[config.mk]
export PLATFORM = sky130hd
export DESIGN_NAME = pipe_reg_nbit
export DESIGN_NICKNAME = d
export VERILOG_FILES = /design/src/rtl/pipe_reg_pkg.sv /design/src/rtl/pipe_reg_stage.sv /design/src/rtl/pipe_reg_nbit.sv
export SDC_FILE = /design/constraint.sdc
export NUM_CORES = 1
export LEC_CHECK = 0
export ABC_AREA = 1
export BUFFER_PORTS_ARGS = -buffer_cell sky130_fd_sc_hd__buf_2
export CAP_MARGIN = 20
export CORE_MARGIN = 2
export CORE_UTILIZATION = 40
export DETAILED_ROUTE_END_ITERATION = 10
export GPL_TIMING_DRIVEN = 1
export HOLD_SLACK_MARGIN = 0.12
export PLACE_DENSITY = 0.75
export SLEW_MARGIN = 5
export SYNTH_ARGS = -nofsm -noshare
export SYNTH_HDL_FRONTEND = slang
export SYNTH_SLANG_ARGS = --single-unit
[constraint.sdc]
create_clock -name clk -period 1.64 [get_ports clk]
set_clock_uncertainty 0.05 [all_clocks]
set_input_delay 0.164 -clock clk [delete_from_list [all_inputs] [get_ports clk]]
set_output_delay 0.164 -clock clk [all_outputs]
set_load 0.05 [all_outputs]
[src/rtl/pipe_reg_pkg.sv]
`default_nettype none
// +----------------------------------------------------------------------+
// | pipe_reg_pkg                                                         |
// | Shared constants and helpers for the pipe_reg_nbit pipeline.         |
// | Rev 1.0                                                              |
// +----------------------------------------------------------------------+
package pipe_reg_pkg;

    localparam int MAX_BUS_WIDTH = 256;

    localparam logic [MAX_BUS_WIDTH-1:0] DEFAULT_RESET_VALUE = '0;

    function automatic int occ_width(input int depth);
        return (depth < 1) ? 1 : $clog2(depth + 1);
    endfunction

    // Narrower words are zero-extended by the caller, which leaves parity unchanged.
    function automatic logic even_parity(input logic [MAX_BUS_WIDTH-1:0] word);
        return ^word;
    endfunction

endpackage
`default_nettype wire

[src/rtl/pipe_reg_stage.sv]
`default_nettype none
// +----------------------------------------------------------------------+
// | pipe_reg_stage                                                       |
// | One handshaked pipeline slot: valid, data and (PIPE_REG_PARITY_EN)   |
// | a stored even-parity bit.  Rev 1.0                                   |
// +----------------------------------------------------------------------+
module pipe_reg_stage
    import pipe_reg_pkg::*;
#(
    parameter int                   BUS_WIDTH   = 8,
    parameter logic [BUS_WIDTH-1:0] RESET_VALUE = '0
) (
    input  logic                 clk,
    input  logic                 reset_n,
    input  logic                 flush,
    input  logic                 adv,
    input  logic                 prev_valid,
    input  logic [BUS_WIDTH-1:0] prev_data,
`ifdef PIPE_REG_PARITY_EN
    input  logic                 prev_parity,
    output logic                 parity,
`endif
    output logic                 valid,
    output logic [BUS_WIDTH-1:0] data
);

    logic                 valid_d;
    logic                 valid_q;
    logic [BUS_WIDTH-1:0] data_d;
    logic [BUS_WIDTH-1:0] data_q;

    always_comb begin
        valid_d = valid_q;
        data_d  = data_q;
        if (flush) begin
            valid_d = 1'b0;
            data_d  = RESET_VALUE;
        end else if (adv) begin
            valid_d = prev_valid;
            // An empty slot moving in never disturbs the held word.
            if (prev_valid) begin
                data_d = prev_data;
            end
        end
    end

    always_ff @(posedge clk) begin
        if (!reset_n) begin
            valid_q <= 1'b0;
            data_q  <= RESET_VALUE;
        end else begin
            valid_q <= valid_d;
            data_q  <= data_d;
        end
    end

    assign valid = valid_q;
    assign data  = data_q;

`ifdef PIPE_REG_PARITY_EN
    localparam logic RESET_PARITY = even_parity(MAX_BUS_WIDTH'(RESET_VALUE));

    logic parity_d;
    logic parity_q;

    always_comb begin
        parity_d = parity_q;
        if (flush) begin
            parity_d = RESET_PARITY;
        end else if (adv && prev_valid) begin
            parity_d = prev_parity;
        end
    end

    always_ff @(posedge clk) begin
        if (!reset_n) begin
            parity_q <= RESET_PARITY;
        end else begin
            parity_q <= parity_d;
        end
    end

    assign parity = parity_q;
`endif

endmodule
`default_nettype wire

[src/rtl/pipe_reg_nbit.sv]
`default_nettype none
// +----------------------------------------------------------------------+
// | pipe_reg_nbit                                                        |
// | DEPTH-stage valid/ready register pipeline with bubble collapsing and |
// | synchronous flush; PIPE_REG_PARITY_EN adds per-word parity.  Rev 1.0 |
// +----------------------------------------------------------------------+
module pipe_reg_nbit
    import pipe_reg_pkg::*;
#(
    parameter int                   BUS_WIDTH   = 8,
    parameter int                   DEPTH       = 2,
    parameter logic [BUS_WIDTH-1:0] RESET_VALUE = BUS_WIDTH'(DEFAULT_RESET_VALUE)
) (
    input  logic                          clk,
    input  logic                          reset_n,
    input  logic                          flush,
    input  logic                          in_valid,
    output logic                          in_ready,
    input  logic [BUS_WIDTH-1:0]          in_data,
    output logic                          out_valid,
    input  logic                          out_ready,
    output logic [BUS_WIDTH-1:0]          out_data,
`ifdef PIPE_REG_PARITY_EN
    output logic                          out_parity_err,
`endif
    output logic [occ_width(DEPTH)-1:0]   occupancy
);

    localparam int OCC_W = occ_width(DEPTH);

    logic [DEPTH-1:0]     v;
    logic [DEPTH-1:0]     adv;
    logic [DEPTH-1:0]     src_valid;
    logic [BUS_WIDTH-1:0] src_data [DEPTH];
    logic [BUS_WIDTH-1:0] d        [DEPTH];
`ifdef PIPE_REG_PARITY_EN
    logic [DEPTH-1:0]     src_parity;
    logic [DEPTH-1:0]     p;
`endif

    generate
        for (genvar i = 0; i < DEPTH; i++) begin : g_stage
            // Unrolled backward chain: a stage moves when any stage from it to
            // the output is empty, or the output is being consumed.
            assign adv[i] = out_ready | ~(&v[DEPTH-1:i]);

            if (i == 0) begin : g_head
                assign src_valid[i] = in_valid;
                assign src_data[i]  = in_data;
`ifdef PIPE_REG_PARITY_EN
                assign src_parity[i] = even_parity(MAX_BUS_WIDTH'(in_data));
`endif
            end else begin : g_body
                assign src_valid[i] = v[i-1];
                assign src_data[i]  = d[i-1];
`ifdef PIPE_REG_PARITY_EN
                assign src_parity[i] = p[i-1];
`endif
            end

            pipe_reg_stage #(
                .BUS_WIDTH   (BUS_WIDTH),
                .RESET_VALUE (RESET_VALUE)
            ) u_stage (
                .clk         (clk),
                .reset_n     (reset_n),
                .flush       (flush),
                .adv         (adv[i]),
                .prev_valid  (src_valid[i]),
                .prev_data   (src_data[i]),
`ifdef PIPE_REG_PARITY_EN
                .prev_parity (src_parity[i]),
                .parity      (p[i]),
`endif
                .valid       (v[i]),
                .data        (d[i])
            );
        end
    endgenerate

    assign in_ready  = adv[0];
    assign out_valid = v[DEPTH-1];
    assign out_data  = d[DEPTH-1];

`ifdef PIPE_REG_PARITY_EN
    assign out_parity_err = out_valid &
                            (even_parity(MAX_BUS_WIDTH'(out_data)) != p[DEPTH-1]);
`endif

    logic             in_fire;
    logic             out_fire;
    logic [OCC_W-1:0] occupancy_d;
    logic [OCC_W-1:0] occupancy_q;

    assign in_fire  = in_valid & in_ready;
    assign out_fire = out_valid & out_ready;

    // Shifts conserve words, so tracking entries and exits equals popcount(v).
    always_comb begin
        occupancy_d = occupancy_q + OCC_W'(in_fire) - OCC_W'(out_fire);
        if (flush) begin
            occupancy_d = '0;
        end
    end

    always_ff @(posedge clk) begin
        if (!reset_n) begin
            occupancy_q <= '0;
        end else begin
            occupancy_q <= occupancy_d;
        end
    end

    assign occupancy = occupancy_q;

endmodule
`default_nettype wire

==> metrics.md <==
| Metric | Value |
|---|---|
| Commonest cells after routing, fill and taps aside | `nor2_1 (26), buf_2 (24), nand2_1 (22)` |
| Leak | `roughly 0.00055 uW` |
| H-tree levels | `1` |
| # rows | `17` |
| Actual slew at the worst max-slew pin | `0.4208 ns` |
| CP peak stage delay | `0.51 ns` |
| CTS root buffer | `clkbuf_4` |
| Pre-antenna DRT Iters | `4` |
| Routed vias | `807` |
| Commonest non-fill, non-tap cell in the layout | `nor2_1` |
| Total grt overflow | `0` |
| Worst Path Arrival | `1.66 ns` |
| Antenna violation net count after detailed routing | `0` |
| Pre-CTS setup slack | `0.1578 ns` |
| Fillers | `239` |
| Clock Sinks | `20` |
| Fin crit share | `92.05%` |
| Max Cap Violations | `0` |
| Post-DP HPWL | `1.378 mm` |
| Share of the synthesized area in the top cell type | `41.94%` |
| Crit path launch type | `primary input` |
| Cell accounting for the most synthesized area | `dfxtp_1` |
| P&R area growth vs syn | `16.78%` |
| Avg Cell Area, Syn | `around 7.3 um^2` |
| Share of cells above drive strength 1 | `23.53%` |
| Crit-path cells | `dlygate4sd3_1 -> buf_2 -> nand2_1 -> ha_1 -> inv_1 -> ha_1 -> inv_1 -> nand2_1 -> a21oi_1 -> nor2_1` |
| Maximum clock path buffer count | `2` |
| GRT Resource Usage Total | `between 10 and 15%` |
| Pwr dens | `825.2 mW/mm^2` |
| Initial Util | `between 40 and 50%` |
| GR Layer Usage met2 | `25.62%` |
| Diode count | `0` |
| Area of the core | `about 0.0022 mm^2` |
| Routed len/inst | `9.514 um` |
| PnR worst setup slack | `0.1304 ns` |
| Largest net degree at the start of global routing | `19` |
| Synth cell types | `13` |
| # setup viols final | `0` |
| HP Start | `in_data[2]` |
| Hold Violations, Final | `0` |
| Synth Register Bits | `20` |
| Slowest cell on crit path | `dlygate4sd3_1` |
| Largest cells by area after synthesis | `dfxtp_1 (42%), nor2_1 (10%), buf_4 (8.7%)` |
| Register area share after synthesis | `41.94%` |
| Mapped Cells | `131` |
| Drt initial violations | `7` |
| Antenna violations before repair | `0` |
| Die Area | `0.002794 mm^2` |
| GR Layer Usage met1 | `16.67%` |
| Crit. End Element | `flip-flop` |
| Status | `complete, no violations` |
| WS Path Type | `primary input to flip-flop` |
| Routed WL | `roughly 1.7 mm` |
| Buf/Inv on CP | `4` |
| Critical Path RT | `1.79 ns` |
| Fin crit period | `~1.5 ns` |
| CP delay by family, top | `buffers and inverters` |
| Max Clk Rate | `662.4 MHz` |
| Drc violations | `0` |
| Finished Core Util | `about half` |
| Vias in the first global route | `749` |
| Clk_lat worst skew | `0.29 ns` |
| CTS tree | `done` |
| Synth warn | `0` |
| IR drop worst, VDD | `0.4975 mV` |
| R2R setup slack | `0.16 ns` |
| Via density | `4.459` |
| Die height | `52.86 um` |
| Cts bufs inserted | `3` |
| Worst min path class | `primary input to flip-flop` |
| First-pass GRT wire length | `3.022 mm` |
| Setup tns final | `0 ns` |
| Mapped Area | `about 950 um^2` |
| Met3 Track Usage GR | `1.695%` |
| Max Slew Vio Count | `0` |
| RSZ-0062 raised after global routing | `false` |
| # port buffers | `24` |
| Post-CTS sizing | `0` |
| GPL Wtd Cong | `a little over 0.7` |
| Global routing's busiest layer | `met2` |
| CP max FO | `2` |
| Syn_nets | `146` |
| Slew HR | `71.92%` |
| I/O pins | `25` |
| Fin nets | `169` |
| Worst setup path startpoint | `in_valid` |
| Die W | `52.86 um` |
| Clock transition at the registers of the reported paths | `around 0.10 ns` |
| R2r startpoint | `g_stage[1].u_stage.valid$_SDFFE_PP0N_` |
## what timing repair did
item,CTS,global route
setup endpoints to repair,0,0
setup buffers,0,0
hold buffers,3,0
hold endpoints to repair,3,0
## metrics by stage
stage / cells / hold WS [ns] / area, um^2 / power, uW
3_5_place_dp: 174 / 0.4171 / 1049 / 650.4
4_1_cts: 181 / 0.1206 / 1115 / 930.6
3_3_place_gp: 174 / 0.4030 / 1049 / 645.5
6_report: 181 / 0.1270 / 1115 / 919.9
2_1_floorplan: 131 / 0.3037 / 955.9 / 621.7
5_1_grt: 181 / 0.1445 / 1115 / 966.1
## layer usage
metal,wire length [um],vias up
met4,36,0
met5,0,-
met3,67,4
li1,-,438
met1,756,347
met2,862,18
## state kept, by name, summed over array words and instances, names as in the netlist
| name | count |
|---|---|
| g_stage.u_stage.valid | 2 |
| occupancy | 2 |
| g_stage.u_stage.data | 16 |
## cells in the mapped netlist, drive strengths merged
cell / count
a21oi: 12
buf: 13
dfxtp: 20
ha: 2
inv: 17
nand2: 22
nand3: 10
nand3b: 8
nor2: 27
## report_power, final
part / internal [uW] / switching (uW) / leakage (uW)
sequential: 502 / 9.12 / 0.000163
combinational: 53.4 / 78.8 / 0.000368
clock: 135 / 141 / 0.0000210
## worst paths after layout
kind,endpoint,depth (start not counted)
worst min register to register,g_stage[0].u_stage.data[1]$_SDFFE_PP0P_,2
worst min-delay path,g_stage[0].u_stage.data[2]$_SDFFE_PP0P_,5
worst max-delay path,occupancy[1]$_SDFF_PP0_,10
worst max register to register,occupancy[1]$_SDFF_PP0_,9
## area by class of cell
cell class | instances | area, um^2 | area share [%]
multi-input cells | 81 | 397.9 | 35.69
inverters | 17 | 63.81 | 5.724
clock buffers | 4 | 36.28 | 3.255
repair buffers | 31 | 180.2 | 16.16
flip-flops and latches | 20 | 401.6 | 36.03
well taps | 28 | 35.03 | 3.143
## kinds of logic after synthesis
family | Yosys count | share of synthesized area (%)
buf+inv | 30 | 16.38
fa+ha+maj | 2 | 2.621
simple gates | 67 | 32.37
compound gates | 12 | 6.684
flops | 20 | 41.94
## worst register-to-register path, delay by kind of cell (launching register included)
kind                       cells  cell delay [ns]
AOI/OAI and AO/OA              1             0.14
adders and majority gates      2             0.45
buffers and inverters          2             0.09
DFF                            1             0.37
and+or+nand+nor                4             0.29
Note: power is estimated with default switching activity, not from simulation.
